**config.mk**
```make
export PLATFORM = sky130hd
export DESIGN_NAME = termbuffer_scroll
export DESIGN_NICKNAME = d
export VERILOG_FILES = /design/src/rtl/termbuffer_scroll.sv
export SDC_FILE = /design/constraint.sdc
export NUM_CORES = 2
export LEC_CHECK = 0
export BUFFER_PORTS_ARGS = -buffer_cell sky130_fd_sc_hd__clkbuf_2
export CORE_ASPECT_RATIO = 1.5
export CORE_MARGIN = 2
export CORE_UTILIZATION = 50
export DETAILED_ROUTE_END_ITERATION = 12
export PLACE_DENSITY = 0.75
export SLEW_MARGIN = 40
export SYNTH_ARGS = -nofsm -noshare
export SYNTH_HDL_FRONTEND = slang
export SYNTH_SLANG_ARGS = --single-unit
```
**constraint.sdc**
```tcl
create_clock -name clk -period 6.6 [get_ports clk]
set_input_delay 0.99 -clock clk [delete_from_list [all_inputs] [get_ports clk]]
set_output_delay 0.99 -clock clk [all_outputs]
set_load 0.02 [all_outputs]
```
**src/rtl/termbuffer_scroll.sv**
```systemverilog
`default_nettype none
// ============================================================================
// termbuffer_scroll: ROWS x COLS character grid with cursor, wrap and scroll,
// streaming ANSI full-screen redraws to a UART TX. Optional: TERMBUF_CURSOR_EN.
// Revision: 1.0
// ============================================================================
module termbuffer_scroll #(
  parameter int         COLS = 32,
  parameter int         ROWS = 8,
  parameter logic [7:0] FILL = 8'h20
) (
  input  logic       clk,
  input  logic       rst,
  input  logic [7:0] i_byte,
  input  logic       i_byte_v,
  output logic       o_in_rdy,
  output logic [7:0] o_byte,
  output logic       o_byte_v,
  input  logic       i_tx_done,
  output logic       o_busy
);
  localparam int COL_W = $clog2(COLS);
  localparam int ROW_W = $clog2(ROWS);
  localparam int CELLS = ROWS * COLS;
  localparam int AW    = $clog2(CELLS);
  localparam logic [COL_W-1:0] COL_LAST  = COL_W'(COLS - 1);
  localparam logic [ROW_W-1:0] ROW_LAST  = ROW_W'(ROWS - 1);
  localparam logic [ROW_W:0]   ROWS_E    = (ROW_W+1)'(ROWS);
  localparam logic [AW-1:0]    CELL_LAST = AW'(CELLS - 1);
  localparam logic [AW-1:0]    COLS_A    = AW'(COLS);

  function automatic logic [ROW_W-1:0] phys_row(input logic [ROW_W-1:0] r,
                                                input logic [ROW_W-1:0] t);
    logic [ROW_W:0] s;
    s = {1'b0, r} + {1'b0, t};
    if (s >= ROWS_E) s = s - ROWS_E;
    return s[ROW_W-1:0];
  endfunction

  function automatic logic [AW-1:0] cell_addr(input logic [ROW_W-1:0] pr,
                                              input logic [COL_W-1:0] c);
    return AW'(pr) * COLS_A + AW'(c);
  endfunction

  // --------------------------------------------------------------------------
  // Writer: init fill, byte handling, bottom-line clear after scroll
  // --------------------------------------------------------------------------
  typedef enum logic [1:0] {W_INIT, W_IDLE, W_CLR} wstate_t;

  wstate_t          wstate, wstate_n;
  logic [ROW_W-1:0] row, row_n, top, top_n, bottom_phys;
  logic [COL_W-1:0] col, col_n;
  logic [AW-1:0]    cnt, cnt_n;
  logic             we;
  logic [AW-1:0]    waddr;
  logic [7:0]       wdata;
  logic             req;
  logic             accept, printable, line_feed;

  assign o_in_rdy    = (wstate == W_IDLE);
  assign accept      = i_byte_v && o_in_rdy;
  assign printable   = (i_byte >= 8'h20) && (i_byte <= 8'h7E);
  assign bottom_phys = (top == '0) ? ROW_LAST : top - ROW_W'(1);

  always_comb begin
    wstate_n  = wstate;
    row_n     = row;
    col_n     = col;
    top_n     = top;
    cnt_n     = cnt;
    we        = 1'b0;
    waddr     = cnt;
    wdata     = FILL;
    req       = 1'b0;
    line_feed = 1'b0;
    case (wstate)
      W_INIT: begin
        we = 1'b1;
        if (cnt == CELL_LAST) begin
          cnt_n    = '0;
          wstate_n = W_IDLE;
          req      = 1'b1;
        end else begin
          cnt_n = cnt + AW'(1);
        end
      end
      W_IDLE: begin
        if (accept) begin
          if (printable) begin
            we    = 1'b1;
            waddr = cell_addr(phys_row(row, top), col);
            wdata = i_byte;
            req   = 1'b1;
            if (col == COL_LAST) begin
              col_n     = '0;
              line_feed = 1'b1;
            end else begin
              col_n = col + COL_W'(1);
            end
          end else if (i_byte == 8'h0D) begin
            col_n = '0;
            req   = 1'b1;
          end else if (i_byte == 8'h0A) begin
            line_feed = 1'b1;
            req       = 1'b1;
          end else if (i_byte == 8'h08) begin
            if (col != '0) col_n = col - COL_W'(1);
            req = 1'b1;
          end
          if (line_feed) begin
            if (row != ROW_LAST) begin
              row_n = row + ROW_W'(1);
            end else begin
              // Scroll by moving the top pointer; the redraw is requested once
              // the recycled line has been cleared.
              top_n    = (top == ROW_LAST) ? '0 : top + ROW_W'(1);
              cnt_n    = '0;
              wstate_n = W_CLR;
              req      = 1'b0;
            end
          end
        end
      end
      W_CLR: begin
        we    = 1'b1;
        waddr = cell_addr(bottom_phys, cnt[COL_W-1:0]);
        if (cnt[COL_W-1:0] == COL_LAST) begin
          cnt_n    = '0;
          wstate_n = W_IDLE;
          req      = 1'b1;
        end else begin
          cnt_n = cnt + AW'(1);
        end
      end
      default: wstate_n = W_INIT;
    endcase
  end

  always_ff @(posedge clk or posedge rst) begin
    if (rst) begin
      wstate <= W_INIT;
      row    <= '0;
      col    <= '0;
      top    <= '0;
      cnt    <= '0;
    end else begin
      wstate <= wstate_n;
      row    <= row_n;
      col    <= col_n;
      top    <= top_n;
      cnt    <= cnt_n;
    end
  end

  // --------------------------------------------------------------------------
  // Character RAM: one write port, one registered read port
  // --------------------------------------------------------------------------
  logic [7:0]    mem [CELLS];
  logic [7:0]    rd_data;
  logic [AW-1:0] raddr;

  always_ff @(posedge clk) begin
    if (we) mem[waddr] <= wdata;
    rd_data <= mem[raddr];
  end

  // --------------------------------------------------------------------------
  // Redraw engine
  // --------------------------------------------------------------------------
  typedef enum logic [2:0] {
    R_IDLE,
    R_HOME,
    R_ROW,
    R_EOL
`ifdef TERMBUF_CURSOR_EN
    , R_CUR
`endif
  } rstate_t;

  rstate_t          rstate, rstate_n;
  logic [2:0]       ridx, ridx_n;
  logic [ROW_W-1:0] rrow, rrow_n;
  logic [COL_W-1:0] rcol, rcol_n;
  logic [1:0]       gap;
  logic             pending, start, adv;
  logic [7:0]       tx_sel;
`ifdef TERMBUF_CURSOR_EN
  logic [6:0]       cur_r, cur_c;
  logic [2:0]       cur_next;

  // Tens digits are omitted for single-digit values.
  always_comb begin
    cur_next = ridx + 3'd1;
    if (cur_next == 3'd2 && cur_r < 7'd10) cur_next = 3'd3;
    if (cur_next == 3'd5 && cur_c < 7'd10) cur_next = 3'd6;
  end
`endif

  assign adv    = o_byte_v && i_tx_done;
  assign o_busy = (rstate != R_IDLE);
  assign raddr  = cell_addr(phys_row(rrow, top), rcol);

  always_comb begin
    rstate_n = rstate;
    ridx_n   = ridx;
    rrow_n   = rrow;
    rcol_n   = rcol;
    start    = 1'b0;
    case (rstate)
      R_IDLE: begin
        if (req || pending) begin
          rstate_n = R_HOME;
          ridx_n   = '0;
          start    = 1'b1;
        end
      end
      R_HOME: begin
        if (adv) begin
          if (ridx == 3'd2) begin
            rstate_n = R_ROW;
            rrow_n   = '0;
            rcol_n   = '0;
          end else begin
            ridx_n = ridx + 3'd1;
          end
        end
      end
      R_ROW: begin
        if (adv) begin
          if (rcol != COL_LAST) begin
            rcol_n = rcol + COL_W'(1);
          end else if (rrow != ROW_LAST) begin
            rstate_n = R_EOL;
            ridx_n   = '0;
          end else begin
`ifdef TERMBUF_CURSOR_EN
            rstate_n = R_CUR;
            ridx_n   = '0;
`else
            rstate_n = R_IDLE;
`endif
          end
        end
      end
      R_EOL: begin
        if (adv) begin
          if (ridx == 3'd1) begin
            rstate_n = R_ROW;
            rrow_n   = rrow + ROW_W'(1);
            rcol_n   = '0;
          end else begin
            ridx_n = 3'd1;
          end
        end
      end
`ifdef TERMBUF_CURSOR_EN
      R_CUR: begin
        if (adv) begin
          if (ridx == 3'd7) rstate_n = R_IDLE;
          else              ridx_n   = cur_next;
        end
      end
`endif
      default: rstate_n = R_IDLE;
    endcase
  end

  always_comb begin
    tx_sel = rd_data;
    case (rstate)
      R_HOME: tx_sel = (ridx == 3'd0) ? 8'h1B : (ridx == 3'd1) ? 8'h5B : 8'h48;
      R_EOL:  tx_sel = (ridx == 3'd0) ? 8'h0D : 8'h0A;
`ifdef TERMBUF_CURSOR_EN
      R_CUR: begin
        case (ridx)
          3'd0:    tx_sel = 8'h1B;
          3'd1:    tx_sel = 8'h5B;
          3'd2:    tx_sel = 8'h30 + {1'b0, cur_r / 7'd10};
          3'd3:    tx_sel = 8'h30 + {1'b0, cur_r % 7'd10};
          3'd4:    tx_sel = 8'h3B;
          3'd5:    tx_sel = 8'h30 + {1'b0, cur_c / 7'd10};
          3'd6:    tx_sel = 8'h30 + {1'b0, cur_c % 7'd10};
          default: tx_sel = 8'h48;
        endcase
      end
`endif
      default: tx_sel = rd_data;
    endcase
  end

  // gap counts the two cycles needed for the RAM read of the next byte
  always_ff @(posedge clk or posedge rst) begin
    if (rst) begin
      rstate   <= R_IDLE;
      ridx     <= '0;
      rrow     <= '0;
      rcol     <= '0;
      pending  <= 1'b0;
      gap      <= 2'd0;
      o_byte   <= 8'h00;
      o_byte_v <= 1'b0;
`ifdef TERMBUF_CURSOR_EN
      cur_r    <= 7'd1;
      cur_c    <= 7'd1;
`endif
    end else begin
      rstate <= rstate_n;
      ridx   <= ridx_n;
      rrow   <= rrow_n;
      rcol   <= rcol_n;
      if (start)    pending <= 1'b0;
      else if (req) pending <= 1'b1;
      if (start) begin
        gap <= 2'd2;
      end else if (adv) begin
        o_byte_v <= 1'b0;
        gap      <= (rstate_n != R_IDLE) ? 2'd2 : 2'd0;
      end else if (gap == 2'd2) begin
        gap <= 2'd1;
      end else if (gap == 2'd1) begin
        o_byte   <= tx_sel;
        o_byte_v <= 1'b1;
        gap      <= 2'd0;
      end
`ifdef TERMBUF_CURSOR_EN
      if (rstate == R_ROW && rstate_n == R_CUR) begin
        cur_r <= 7'(row) + 7'd1;
        cur_c <= 7'(col) + 7'd1;
      end
`endif
    end
  end

endmodule
`default_nettype wire
```
==> metrics.csv <==
stage;metric;value;unit
sta;skew;28.7;ps
final_layout;drive_gt1_share;20.5;%
logic_synthesis;synth.most_common_cell;edfxtp_1;
sta;period_share;72.3;%
clocking;cts_hold_buf;0;
placed_design;place_area;86700;µm²
setup_path;worst-path-max-fanout;16;
final_layout;area_growth;11.5;%
sta;hold_viol_final;0;
clocking;cts_buffers;168;
sta;setup_tns;0;ps
worst_hold_path;hold_class;in -> async;
power;p_sw;0.00478;W
setup_path;crit_start;wstate[1];
logic_synthesis;synth_top_family_by_area;multiplexers;
logic_synthesis;syn_area;83000;µm²
setup_path;crit_arrival;5190;ps
route;vias_per_cell;6.38;
flow_run;maxCapViolCount;0;
logic_synthesis;seq_area_frac_synth;75.7;%
power;pwr_density_cell;270;nW/µm²
setup_path;crit_type;reg -> reg;
route;wl;225;mm
logic_synthesis;synthMuxAreaShare;15.4;%
clocking;htreeDepth;4;
placed_design;gp_congestion;0.958;
status;status;complete, no violations;
route;drtPass1Iterations;10;
logic_synthesis;synth_area_per_cell;20.1;µm²
logic_synthesis;yosysTopAreaCell;edfxtp_1;
placed_design;dp_hpwl;139;mm
logic_synthesis;async_flop_share;2.23;%
route;drtAntennaViolNets;0;
logic_synthesis;synth-edff-count;2048;
logic_synthesis;yosys.area_share.simple;3.02;%
power;pwr-share-clk;42.0;%
placed_design;io_buffers;22;
global_route;grt_pass1_vias;43300;
logic_synthesis;synthAdderAreaFrac;0.470;%
sta;rsz0062_at_grt;false;
logic_synthesis;synth_compound_area_share;3.68;%
power;swShare;19.1;%
logic_synthesis;synth_ff_type;edfxtp_1;
logic_synthesis;synth_cell_type_count;81;
setup_path;reg2reg_from;wstate[1];
clocking;clockRootBuffer;clkbuf_16;
final_layout;final_cell_area;92600;µm²
global_route;antenna_found_initial;8;
route;avgRoutedWirePerCell;33.1;µm
logic_synthesis;yosys.area.top_type_share;74.1;%
route;drt_iter0_drc;6383;
clocking;ctsResizeCount;0;
floorplanning;chipHeight;503;µm
setup_path;end_kind;flop;
logic_synthesis;synth_area_leaders;edfxtp_1 74%, mux4_2 13%, mux2i_1 2.3%;
global_route;grt_first_pass_wirelength;318;mm
power;leakage;27.3;nW
clocking;numClockSinks;2103;
clocking;cts_tree;done;
power;p_int;0.0202;W
sta;finalCriticalPeriod;4770;ps
logic_synthesis;synth_common_cells;2048 x edfxtp_1, 473 x mux4_2, 328 x nor2_1;
sta;fmax;210;MHz
floorplanning;core_area;165000;µm²
floorplanning;num_rows;183;
setup_path;required;7020;ps
power;vdd_ir_drop_max;0.272;mV
logic_synthesis;yosysWarnings;0;
final_layout;nNetsFinal;4481;
clocking;cts_buffer_depth;3;
power;seqPwrFrac;57.8;%
floorplanning;start_util;50.2;%
clocking;postCtsSetupBuffers;0;
placed_design;dp_slack;1720;ps
sta;slew_violations;0;
sta;worst_pin_slew;1010;ps
logic_synthesis;synth_xor_area_share;0.0633;%
global_route;gr-usage-all-layers;26.8;%
sta;worst_slew_margin_rel;32.3;%
global_route;overflow;0;
setup_path;start_kind;flop;
route;vias;43400;
sta;setup_viol;0;
floorplanning;die-area;169000;µm²
final_layout;fin_util;56.0;%
floorplanning;ios;23;
sta;setup_ws;1830;ps
clocking;clock_latency;810;ps
floorplanning;die_x;337;µm
clocking;path_clk_slew;70;ps
logic_synthesis;syn_inst;4126;
route;drc;0;
logic_synthesis;ys_ff_latch;2103;
global_route;grt_max_degree;148;
power;power_frac_comb;0.2;%
## metrics by stage
stage | std cells | hold WS [ps] | total power [W]
finish | 6807 | 253 | 0.0250
global route | 6801 | 303 | 0.0255
CTS | 6798 | 244 | 0.0250
detailed placement | 6487 | 492 | 0.0148
global placement | 6484 | 484 | 0.0148
floorplan | 4382 | 417 | 0.0148
## cells by family after synthesis
kind of cell / count (synthesis)
flip-flops: 2103
AND/OR/NAND/NOR: 595
other: 1
buffers and inverters: 269
AO/OA/AOI/OAI: 441
multiplexers: 681
adder cells (fa/ha/maj): 30
XOR/XNOR: 6
## sequential cells by signal (all words and copies together), names as in the netlist, 2 cells and up
signal   cells
wstate       2
rstate       3
gap          2
mem       2048
top          3
rrow         3
cnt          8
o_byte       8
ridx         3
rd_data      8
col          5
row          3
rcol         5
## placed cells by master (no fill, tap or decap), types with 24 or more instances in the layout
master | netlist | layout
dfrtp_1 | 47 | 42
clkinv_2 | 0 | 24
o21ai_0 | 90 | 85
mux4_2 | 473 | 473
buf_4 | 28 | 76
nor2_1 | 328 | 326
nand2_1 | 148 | 132
a22oi_1 | 38 | 38
ha_1 | 28 | 27
a221oi_1 | 35 | 35
a21oi_1 | 73 | 73
o221ai_1 | 38 | 38
mux2i_1 | 193 | 192
clkinv_1 | 4 | 27
edfxtp_1 | 2048 | 2048
conb_1 | 1 | 257
clkbuf_16 | 0 | 170
inv_1 | 28 | 26
o22ai_1 | 33 | 32
## worst paths after layout
check,end,slack (ps),cells after the start
max in group asynchronous,rcol[2],5870,2
max reg2reg,mem[3][2],1830,9
min,o_byte[7],250,2
min reg2reg,o_byte[3],500,1
min in group clk,o_byte[3],500,1
max,mem[3][2],1830,9
## critical path, stage by stage (launching register included)
cell and delay (ps):
dfrtp_1 410, inv_1 100, ha_1 360, nand2_1 230, a211oi_2 720, o21ai_1 300, a22o_1 330, nor2_1 440
nand2_1 670, nor2_1 800
## layer usage
metal	wire, µm	vias up	global-route usage (%)
li1	-	17300	-
met1	73400	22300	32.2
met2	110000	3109	43.8
met3	23400	701	5.86
met4	18800	8	17.8
met5	49	-	0
## layout make-up
type	count	area (µm²)
inverter	33	133
clock buffer	198	4430
antenna	7	17.5
multi-input combinational	2010	19900
fill	12000	72800
timing repair buffer	123	1180
clock inverter	113	1300
sequential	2103	62800
tap	2220	2780
## power by group through the flow
stage          logic (W)  registers [W]  clock network (W)
4_1_cts        0.0000444         0.0144             0.0105
2_1_floorplan  0.0000295         0.0147                  0
6_report       0.0000511         0.0144             0.0105
3_5_place_dp   0.0000443         0.0147                  0
5_1_grt        0.0000619         0.0144             0.0110
3_3_place_gp   0.0000431         0.0147                  0
Power figures use the tool's default switching activity.
